<file path="src/rtl/mf_ce_gen.sv">
// mf_ce_gen: fractional clock-enable generator.
// Each channel runs a phase accumulator on the master clock. The accumulator
// wrap gives a one-cycle enable (ce), and the MSB rising edge gives a
// mid-period marker (ce_half). The MSB itself is exported as a square wave.
// A new increment waits in a pending register and is only adopted on a wrap,
// so the period currently running is never cut short or stretched.
module mf_ce_gen #(
  parameter int NUM_CH = 6,
  parameter int ACC_W  = 32,
  parameter logic [NUM_CH*ACC_W-1:0] DEF_INC = {NUM_CH{{3'b001, {(ACC_W-3){1'b0}}}}},
  parameter logic [NUM_CH*ACC_W-1:0] DEF_PHASE = '0,
  parameter int LOCK_CYCLES = 16
) (
  input  logic              refclk,
  input  logic              rst_n,
  input  logic              sync,
  input  logic              cfg_wr,
  input  logic              cfg_sel,
  input  logic [3:0]        cfg_addr,
  input  logic [ACC_W-1:0]  cfg_data,
  output logic [NUM_CH-1:0] ce,
  output logic [NUM_CH-1:0] ce_half,
  output logic [NUM_CH-1:0] clk_out,
  output logic              locked
);

  localparam int CNT_W = $clog2(LOCK_CYCLES + 1);
  localparam logic [CNT_W-1:0] LOCK_MAX = CNT_W'(LOCK_CYCLES);
  // Largest legal increment: below half the accumulator range, so a single
  // add can never cross both the MSB edge and the wrap at once.
  localparam logic [ACC_W-1:0] INC_MAX = {1'b0, {(ACC_W-1){1'b1}}};
  localparam logic [4:0] NUM_CH_5 = 5'(NUM_CH);

  // Clamp an increment to INC_MAX.
  function automatic logic [ACC_W-1:0] clamp_inc(input logic [ACC_W-1:0] d);
    logic [ACC_W-1:0] r;
    if (d[ACC_W-1]) begin
      r = INC_MAX;
    end else begin
      r = d;
    end
    return r;
  endfunction

  logic addr_ok_s;
  logic [CNT_W-1:0] lock_cnt_r;
  logic [CNT_W-1:0] lock_next_s;
  logic locked_r;

  // Decode whether the config address names an existing channel.
  always_comb begin
    addr_ok_s = ({1'b0, cfg_addr} < NUM_CH_5);
  end

  for (genvar i = 0; i < NUM_CH; i++) begin : g_ch
    logic [ACC_W-1:0] acc_r;
    logic [ACC_W-1:0] inc_act_r;
    logic [ACC_W-1:0] inc_pend_r;
    logic [ACC_W-1:0] phase_r;
    logic             ce_r;
    logic             ce_half_r;
    logic             clk_out_r;
    logic [ACC_W:0]   sum_s;
    logic             carry_s;
    logic [ACC_W-1:0] acc_next_s;
    logic             hit_s;
    logic [ACC_W-1:0] pend_new_s;
    logic [ACC_W-1:0] phase_new_s;

    // Accumulate step and the config values after this edge's write.
    always_comb begin
      sum_s       = {1'b0, acc_r} + {1'b0, inc_act_r};
      carry_s     = sum_s[ACC_W];
      acc_next_s  = sum_s[ACC_W-1:0];
      hit_s       = cfg_wr & addr_ok_s & (cfg_addr == 4'(i));
      pend_new_s  = inc_pend_r;
      phase_new_s = phase_r;
      if (hit_s && !cfg_sel) begin
        pend_new_s = clamp_inc(cfg_data);
      end else if (hit_s && cfg_sel) begin
        phase_new_s = cfg_data;
      end else begin
        pend_new_s  = inc_pend_r;
        phase_new_s = phase_r;
      end
    end

    // Channel state: reset defaults, sync realignment, or normal accumulate.
    always_ff @(posedge refclk) begin
      if (!rst_n) begin
        acc_r      <= DEF_PHASE[i*ACC_W +: ACC_W];
        inc_act_r  <= DEF_INC[i*ACC_W +: ACC_W];
        inc_pend_r <= DEF_INC[i*ACC_W +: ACC_W];
        phase_r    <= DEF_PHASE[i*ACC_W +: ACC_W];
        ce_r       <= 1'b0;
        ce_half_r  <= 1'b0;
        clk_out_r  <= 1'b0;
      end else begin
        inc_pend_r <= pend_new_s;
        phase_r    <= phase_new_s;
        if (sync) begin
          acc_r     <= phase_new_s;
          inc_act_r <= pend_new_s;
          ce_r      <= 1'b0;
          ce_half_r <= 1'b0;
          clk_out_r <= phase_new_s[ACC_W-1];
        end else begin
          acc_r     <= acc_next_s;
          ce_r      <= carry_s;
          ce_half_r <= ~acc_r[ACC_W-1] & acc_next_s[ACC_W-1] & ~carry_s;
          clk_out_r <= acc_next_s[ACC_W-1];
          // Adopt the pending rate only at a wrap (or when stopped), using
          // the value held before any write landing on this same edge.
          if (carry_s || (inc_act_r == '0)) begin
            inc_act_r <= inc_pend_r;
          end else begin
            inc_act_r <= inc_act_r;
          end
        end
      end
    end

    assign ce[i]      = ce_r;
    assign ce_half[i] = ce_half_r;
    assign clk_out[i] = clk_out_r;
  end

  // Saturating lock counter step.
  always_comb begin
    if (lock_cnt_r == LOCK_MAX) begin
      lock_next_s = lock_cnt_r;
    end else begin
      lock_next_s = lock_cnt_r + CNT_W'(1);
    end
  end

  // Lock tracking: cleared by reset and sync, set once the count saturates.
  always_ff @(posedge refclk) begin
    if (!rst_n) begin
      lock_cnt_r <= '0;
      locked_r   <= 1'b0;
    end else if (sync) begin
      lock_cnt_r <= '0;
      locked_r   <= 1'b0;
    end else begin
      lock_cnt_r <= lock_next_s;
      locked_r   <= (lock_next_s == LOCK_MAX);
    end
  end

  assign locked = locked_r;

endmodule

</file>
<file path="config.mk">
export PLATFORM = sky130hd
export DESIGN_NAME = mf_ce_gen
export DESIGN_NICKNAME = d
export VERILOG_FILES = /design/src/rtl/mf_ce_gen.sv
export SDC_FILE = /design/constraint.sdc
export NUM_CORES = 2
export LEC_CHECK = 0
export CAP_MARGIN = 0
export CORE_MARGIN = 2
export CORE_UTILIZATION = 30
export CTS_CLUSTER_SIZE = 14
export DETAILED_ROUTE_END_ITERATION = 6
export GPL_ROUTABILITY_DRIVEN = 0
export SLEW_MARGIN = 0
export SYNTH_ARGS = -nofsm -noshare
export SYNTH_HDL_FRONTEND = slang
export SYNTH_SLANG_ARGS = --single-unit
</file>
<file path="constraint.sdc">
create_clock -name refclk -period 4.3 [get_ports refclk]
set_input_delay 0.645 -clock refclk [delete_from_list [all_inputs] [get_ports refclk]]
set_output_delay 0.645 -clock refclk [all_outputs]
set_load 0.01 [all_outputs]
</file>
# After elaboration in Yosys (flattened, before gate mapping)
# Index checks and enable logic that the tools add are counted.
[classes]
shift = 0
n_mux = 44
div = 0
mul = 0
magnitude_cmp = 1
addsub = 7
reduce_logical = 33
eq_ne = 7
bitwise_logic = 32
[op_table]
columns = ["op", "count"]
rows = [
  ["32-bit 2-to-1 mux", 36],
  ["32-bit by 32-bit adder with 33-bit output", 6],
  ["32-bit zero test", 6],
  ["31-bit 2-to-1 mux", 1],
  ["1-bit bitwise AND", 19],
  ["1-bit NOT", 13],
  ["1-bit logical AND", 12],
  ["2-bit nonzero test", 6],
  ["5-bit equality test (second input constant)", 2],
  ["4-bit by 2-bit equality test with 1-bit output (second input constant)", 2],
  ["4-bit by 3-bit equality test with 1-bit output (second input constant)", 2],
  ["1-bit logical OR", 6],
  ["1-bit 2-to-1 mux", 6],
  ["5-bit by 1-bit adder with 5-bit output (second input constant)", 1],
  ["5-bit 2-to-1 mux", 1],
  ["4-bit by 1-bit equality test with 1-bit output (second input constant)", 1],
  ["4-bit zero test", 1],
  ["4-bit by 3-bit < comparator with 1-bit output (second input constant)", 1],
  ["2-bit OR reduction", 1],
  ["1-bit zero test", 1],
]
[word_totals]
mem_count = 0
ram_bits = 0
output_inout_bits = 19
latchBits = 0
romBits = 0
regBits = 792
wordCells = 168

# Longest topological paths before layout
[depth]
word_depth = 7
ltp_mapped = 11

# Least setup slack after synthesis
# Ideal clock, no wire load.
[synth_path]
path_kind = "register -> register"
startpoint = "register g_ch[3].inc_act_r[0]"
endpoint = "register g_ch[3].acc_r[26]"
slack_ns = 1.365
arrival_ns = 2.816
stages_incl_launch_ff = 12
required_time_ns = 4.181
path_buffers = 1
cell_sequence = "dfxtp_1 -> ha_1 -> fa_1 -> a211oi_1 -> o21ai_0 -> nand4_1 -> o211ai_1 -> o2111a_1 -> or2_2 -> clkbuf_1 -> a2111o_1 -> o221a_2"
[synth_between]
elab_chain_cells = 2
[synth_rtl]
columns = ["item", "line", "text"]
rows = [
  ["start: declaration", "57", "logic [ACC_W-1:0] inc_act_r;"],
  ["start signal: assignment", "92", "inc_act_r <= DEF_INC[i*ACC_W +: ACC_W];"],
  ["start signal: assignment", "103", "inc_act_r <= pend_new_s;"],
  ["start signal: assignment", "115", "inc_act_r <= inc_pend_r;"],
  ["32-bit by 32-bit adder with 33-bit output", "72", "sum_s = {1'b0, acc_r} + {1'b0, inc_act_r};"],
  ["32-bit 2-to-1 mux", "101", "if (sync) begin"],
  ["end signal: assignment", "91", "acc_r <= DEF_PHASE[i*ACC_W +: ACC_W];"],
  ["end signal: assignment", "102", "acc_r <= phase_new_s;"],
  ["end signal: assignment", "108", "acc_r <= acc_next_s;"],
  ["end: declaration", "56", "logic [ACC_W-1:0] acc_r;"],
]
# Every way passes these cells.
# A chain may end at the register's enable or synchronous reset.

# Final worst setup path
[layout_path]
startpoint = "register g_ch[3].inc_act_r[0]"
endpoint = "register g_ch[3].ce_half_r"
[layout_between]
elab_chain_cells = 3
elab_cells_between_ends = 4
[layout_rtl]
columns = ["item", "line", "text"]
rows = [
  ["32-bit by 32-bit adder with 33-bit output *", "72", ""],
  ["1-bit bitwise AND or 1-bit NOT (tied branches)", "110", "ce_half_r <= ~acc_r[ACC_W-1] & acc_next_s[ACC_W-1] & ~carry_s;"],
  ["1-bit bitwise AND *", "110", ""],
  ["end signal: assignment", "110", ""],
  ["end: declaration", "61", "logic ce_half_r;"],
]
# Mark *: on every way between the ends. The rest lies on a longest branch, timed or not.

==> flow_summary.yaml <==
floorplanning:
  die_height_um: 364
  fp.dieW_um: 364
  design.core.area_mm2: 0.129
  dieArea_mm2: 0.133
  std_cell_rows: 132
  initial_core_util: 0.301
  ioPinCount: 60
clock_network:
  insertion_delay_ps: 660
  clock_path_buffers: 3
  cts_htree_levels: 3
  cts-buffers-inserted: 85
  cts_hold_buffers: 0
  tritoncts: "yes"
  cts-root-buf: "sky130_fd_sc_hd__clkbuf_16"
  cts_resized: 0
  clock_sinks: 786
  clkTransAtPathRegs_ps: 60
  cts_post_setup_buffers_inserted: 0
sta:
  setup_repair_after_global_routing_missed_its_margin: "no"
  final.setup.worst_slack_ps: 474
  final-setup-viol-count: 0
  timing.setup.tns_ps: 0
  fin_crit_sh: 0.890
  final-hold-violation-count: 0
  maxSlewViolCount: 0
  max_freq_mhz: 261
  period_needed_ps: 3830
  max_slew.worst_pin.slew_ps: 1330
  max_slew_margin: 0.107
  final.setup_skew_ps: 18.1
pwr:
  worst_ir_drop_vdd_v: 0.000280
  power_density_mw_per_mm2: 369
  p_leak_uw: 0.0169
logic_synthesis:
  netlist.area_leader.share: 0.404
  synthesis.yosys.warnings: 0
  syn_avg_cell_area_um2: 8.00
  synth_enable_flop_cells: 0
  postSynthRegisterBits: 786
  cells_after_synth: 4865
  synth-main-ff-cell: "sky130_fd_sc_hd__dfxtp_1"
  postSynth.asyncResetShare: 0
  syn_nets: 5106
  ys_top_cells_by_area: "sky130_fd_sc_hd__dfxtp_1 40%, sky130_fd_sc_hd__nand2_1 7.4%, sky130_fd_sc_hd__a21oi_1 7.2%"
  synth.yosys.seq_area_share: 0.404
  synth.cell_area_mm2: 0.0389
  synth_top_cell_by_area: "sky130_fd_sc_hd__dfxtp_1"
  synth_cell_type_count: 95
grt:
  grt_first_pass_wirelength_um: 201000
  antenna_found_initial: 5
  final_global_route_overflow_total: 0
  global_route.usage.total: 0.197
  grt_pass1_vias: 32600
  grt_max_degree: 126
flow_run:
  maximum_capacitance_violations: 0
final_layout:
  layout.nets: 5035
  multiInputGateArea_mm2: 0.0218
  layout.cells.most_common_list: "786 x sky130_fd_sc_hd__dfxtp_1, 765 x sky130_fd_sc_hd__nand2_1, 573 x sky130_fd_sc_hd__nor2_1, 558 x sky130_fd_sc_hd__a21oi_1, 368 x sky130_fd_sc_hd__o21ai_0"
  syn2layout_area_growth_pct: 13.7
  seq_area_mm2: 0.0157
  final_common_cell: "sky130_fd_sc_hd__dfxtp_1"
  final_layout_size_suffix_gt1_frac: 0.0683
  fillCellCount: 13600
detailed_routing:
  via_count: 35200
  first_pass_iters: 6
  postRouteAntennaNets: 0
  viasPerCell: 5.33
  drc: 0
  detailed_route_iter0_violations: 3185
  drt-wirelength-per-cell_um: 20.2
  drt_wl_total_um: 133000
min_path:
  hold-path-endpoint: "g_ch[3].inc_pend_r[29]$_SDFF_PN1_"
  hold_path.class: "input port to flip-flop"
  worstHoldPathCells: 2
  worst_hold_startpoint: "rst_n"
setup_path:
  ff2ff_path_depth: 10
  worstPathMaxFanout: 29
  critical_path.reg2reg.endpoint: "g_ch[3].ce_half_r$_SDFF_PP0_"
  worstSetupEndpointType: "flip-flop"
  critPathLaunch: "g_ch[3].inc_act_r[0]$_SDFFE_PN0P_"
  timing.setup.critical_path_class: "flip-flop to flip-flop"
  worstReg2RegStart: "g_ch[3].inc_act_r[0]$_SDFFE_PN0P_"
  worst-r2r-setup-slack_ps: 470
  required_ps: 4860
  startpoint_kind_of_the_worst_setup_timing_path: "flip-flop"
  worstPathArrival_ps: 4390
place:
  preCtsSetupSlack_ps: 569
  placed_wire_length_estimate_um: 89600
  numPortBuffers: 59
run_status:
  outcome: "finished clean"
==> layer usage <==
metal	GRT usage	routed length [um]
met2	0.313	59500
met1	0.268	60400
met4	0.0768	5480
met3	0.0264	7940
met5	0	24
==> critical path, stage by stage (launching register included) <==
cell,delay [ps]
sky130_fd_sc_hd__dfxtp_1,330
sky130_fd_sc_hd__ha_1,230
sky130_fd_sc_hd__fa_1,420
sky130_fd_sc_hd__a211oi_1,310
sky130_fd_sc_hd__o21ai_0,230
sky130_fd_sc_hd__nand4_1,150
sky130_fd_sc_hd__o211ai_1,260
sky130_fd_sc_hd__o2111ai_1,410
sky130_fd_sc_hd__a31oi_2,570
sky130_fd_sc_hd__or4_1,600
sky130_fd_sc_hd__nor3b_1,220
==> cells in the mapped netlist, types with 10 or more instances <==
cell and n:
sky130_fd_sc_hd__a211oi_1 215, sky130_fd_sc_hd__xor2_1 87, sky130_fd_sc_hd__o22a_1 21, sky130_fd_sc_hd__and2_1 17, sky130_fd_sc_hd__nor3_1 43, sky130_fd_sc_hd__a21oi_1 558, sky130_fd_sc_hd__a21o_1 95, sky130_fd_sc_hd__nand2b_1 19
sky130_fd_sc_hd__inv_1 26, sky130_fd_sc_hd__nand3_1 103, sky130_fd_sc_hd__o211ai_1 25, sky130_fd_sc_hd__buf_4 24, sky130_fd_sc_hd__ha_1 194, sky130_fd_sc_hd__and3_1 27, sky130_fd_sc_hd__xnor2_1 57, sky130_fd_sc_hd__o21bai_1 15
sky130_fd_sc_hd__clkbuf_1 286, sky130_fd_sc_hd__buf_1 26, sky130_fd_sc_hd__a31oi_1 24, sky130_fd_sc_hd__dfxtp_1 786, sky130_fd_sc_hd__o21ai_0 369, sky130_fd_sc_hd__nor4_1 60, sky130_fd_sc_hd__nand4_1 37, sky130_fd_sc_hd__a311oi_1 12
sky130_fd_sc_hd__mux2i_1 137, sky130_fd_sc_hd__buf_2 10, sky130_fd_sc_hd__nor2b_1 20, sky130_fd_sc_hd__nand2_1 765, sky130_fd_sc_hd__o21a_1 32, sky130_fd_sc_hd__nor2_1 585
==> report_power, final <==
part / leakage (uW) / total (uW) / internal [uW] / switching [uW]
Sequential: 0.00637 / 7500 / 7430 / 70.1
Clock: 0.00137 / 7450 / 4320 / 3120
Combinational: 0.00914 / 1390 / 430 / 958
==> worst max path at each step <==
stage / endpoint / depth (start not counted) / slack (ps)
2_1_floorplan: g_ch[3].acc_r[26]$_SDFF_PN0_ / 11 / 1370
3_3_place_gp: g_ch[3].ce_half_r$_SDFF_PP0_ / 10 / 550
3_5_place_dp: g_ch[3].ce_half_r$_SDFF_PP0_ / 10 / 570
4_1_cts: g_ch[3].ce_half_r$_SDFF_PP0_ / 10 / 490
5_1_grt: g_ch[3].ce_half_r$_SDFF_PP0_ / 10 / 170
6_report: g_ch[3].ce_half_r$_SDFF_PP0_ / 10 / 470
==> cell type report <==
type	instances	area share
Clock buffer	126	0.0573
Tap cell	1742	0.0492
Clock inverter	26	0.00625
Timing Repair Buffer	194	0.0379
Sequential cell	786	0.355
Inverter	26	0.00249
Multi-Input combinational cell	3701	0.491
Antenna cell	3	0.000170
==> through the flow <==
step	cell area [um2]	total power, uW	std cells	hold WS, ps	util
5_1_grt	44300	16800	6601	418	0.343
4_1_cts	44300	16400	6601	383	0.343
3_3_place_gp	41400	9010	6448	422	0.321
3_5_place_dp	41500	9020	6449	425	0.321
2_1_floorplan	38900	8440	4865	414	-
6_report	44300	16300	6604	425	0.343
==> state kept, by name (all words and copies together), names as in the netlist <==
name and cells:
g_ch.inc_act_r 192, locked 1, g_ch.phase_r 192, lock_cnt_r 5, g_ch.ce_half_r 6, g_ch.ce_r 6
g_ch.acc_r 192, g_ch.inc_pend_r 192
==> cells by family (layout without fill, tap and decap cells) <==
kind of cell,Yosys count,in the layout,synth area share
AO/OA/AOI/OAI,1483,1483,0.233
XOR/XNOR,144,144,0.0324
adder cells (fa/ha/maj),200,200,0.0654
buffers and inverters,378,372,0.0398
flip-flops,786,786,0.404
multiplexers,140,140,0.0361
other,0,3,0
AND/OR/NAND/NOR,1734,1734,0.189
Power figures use the tool's default switching activity.
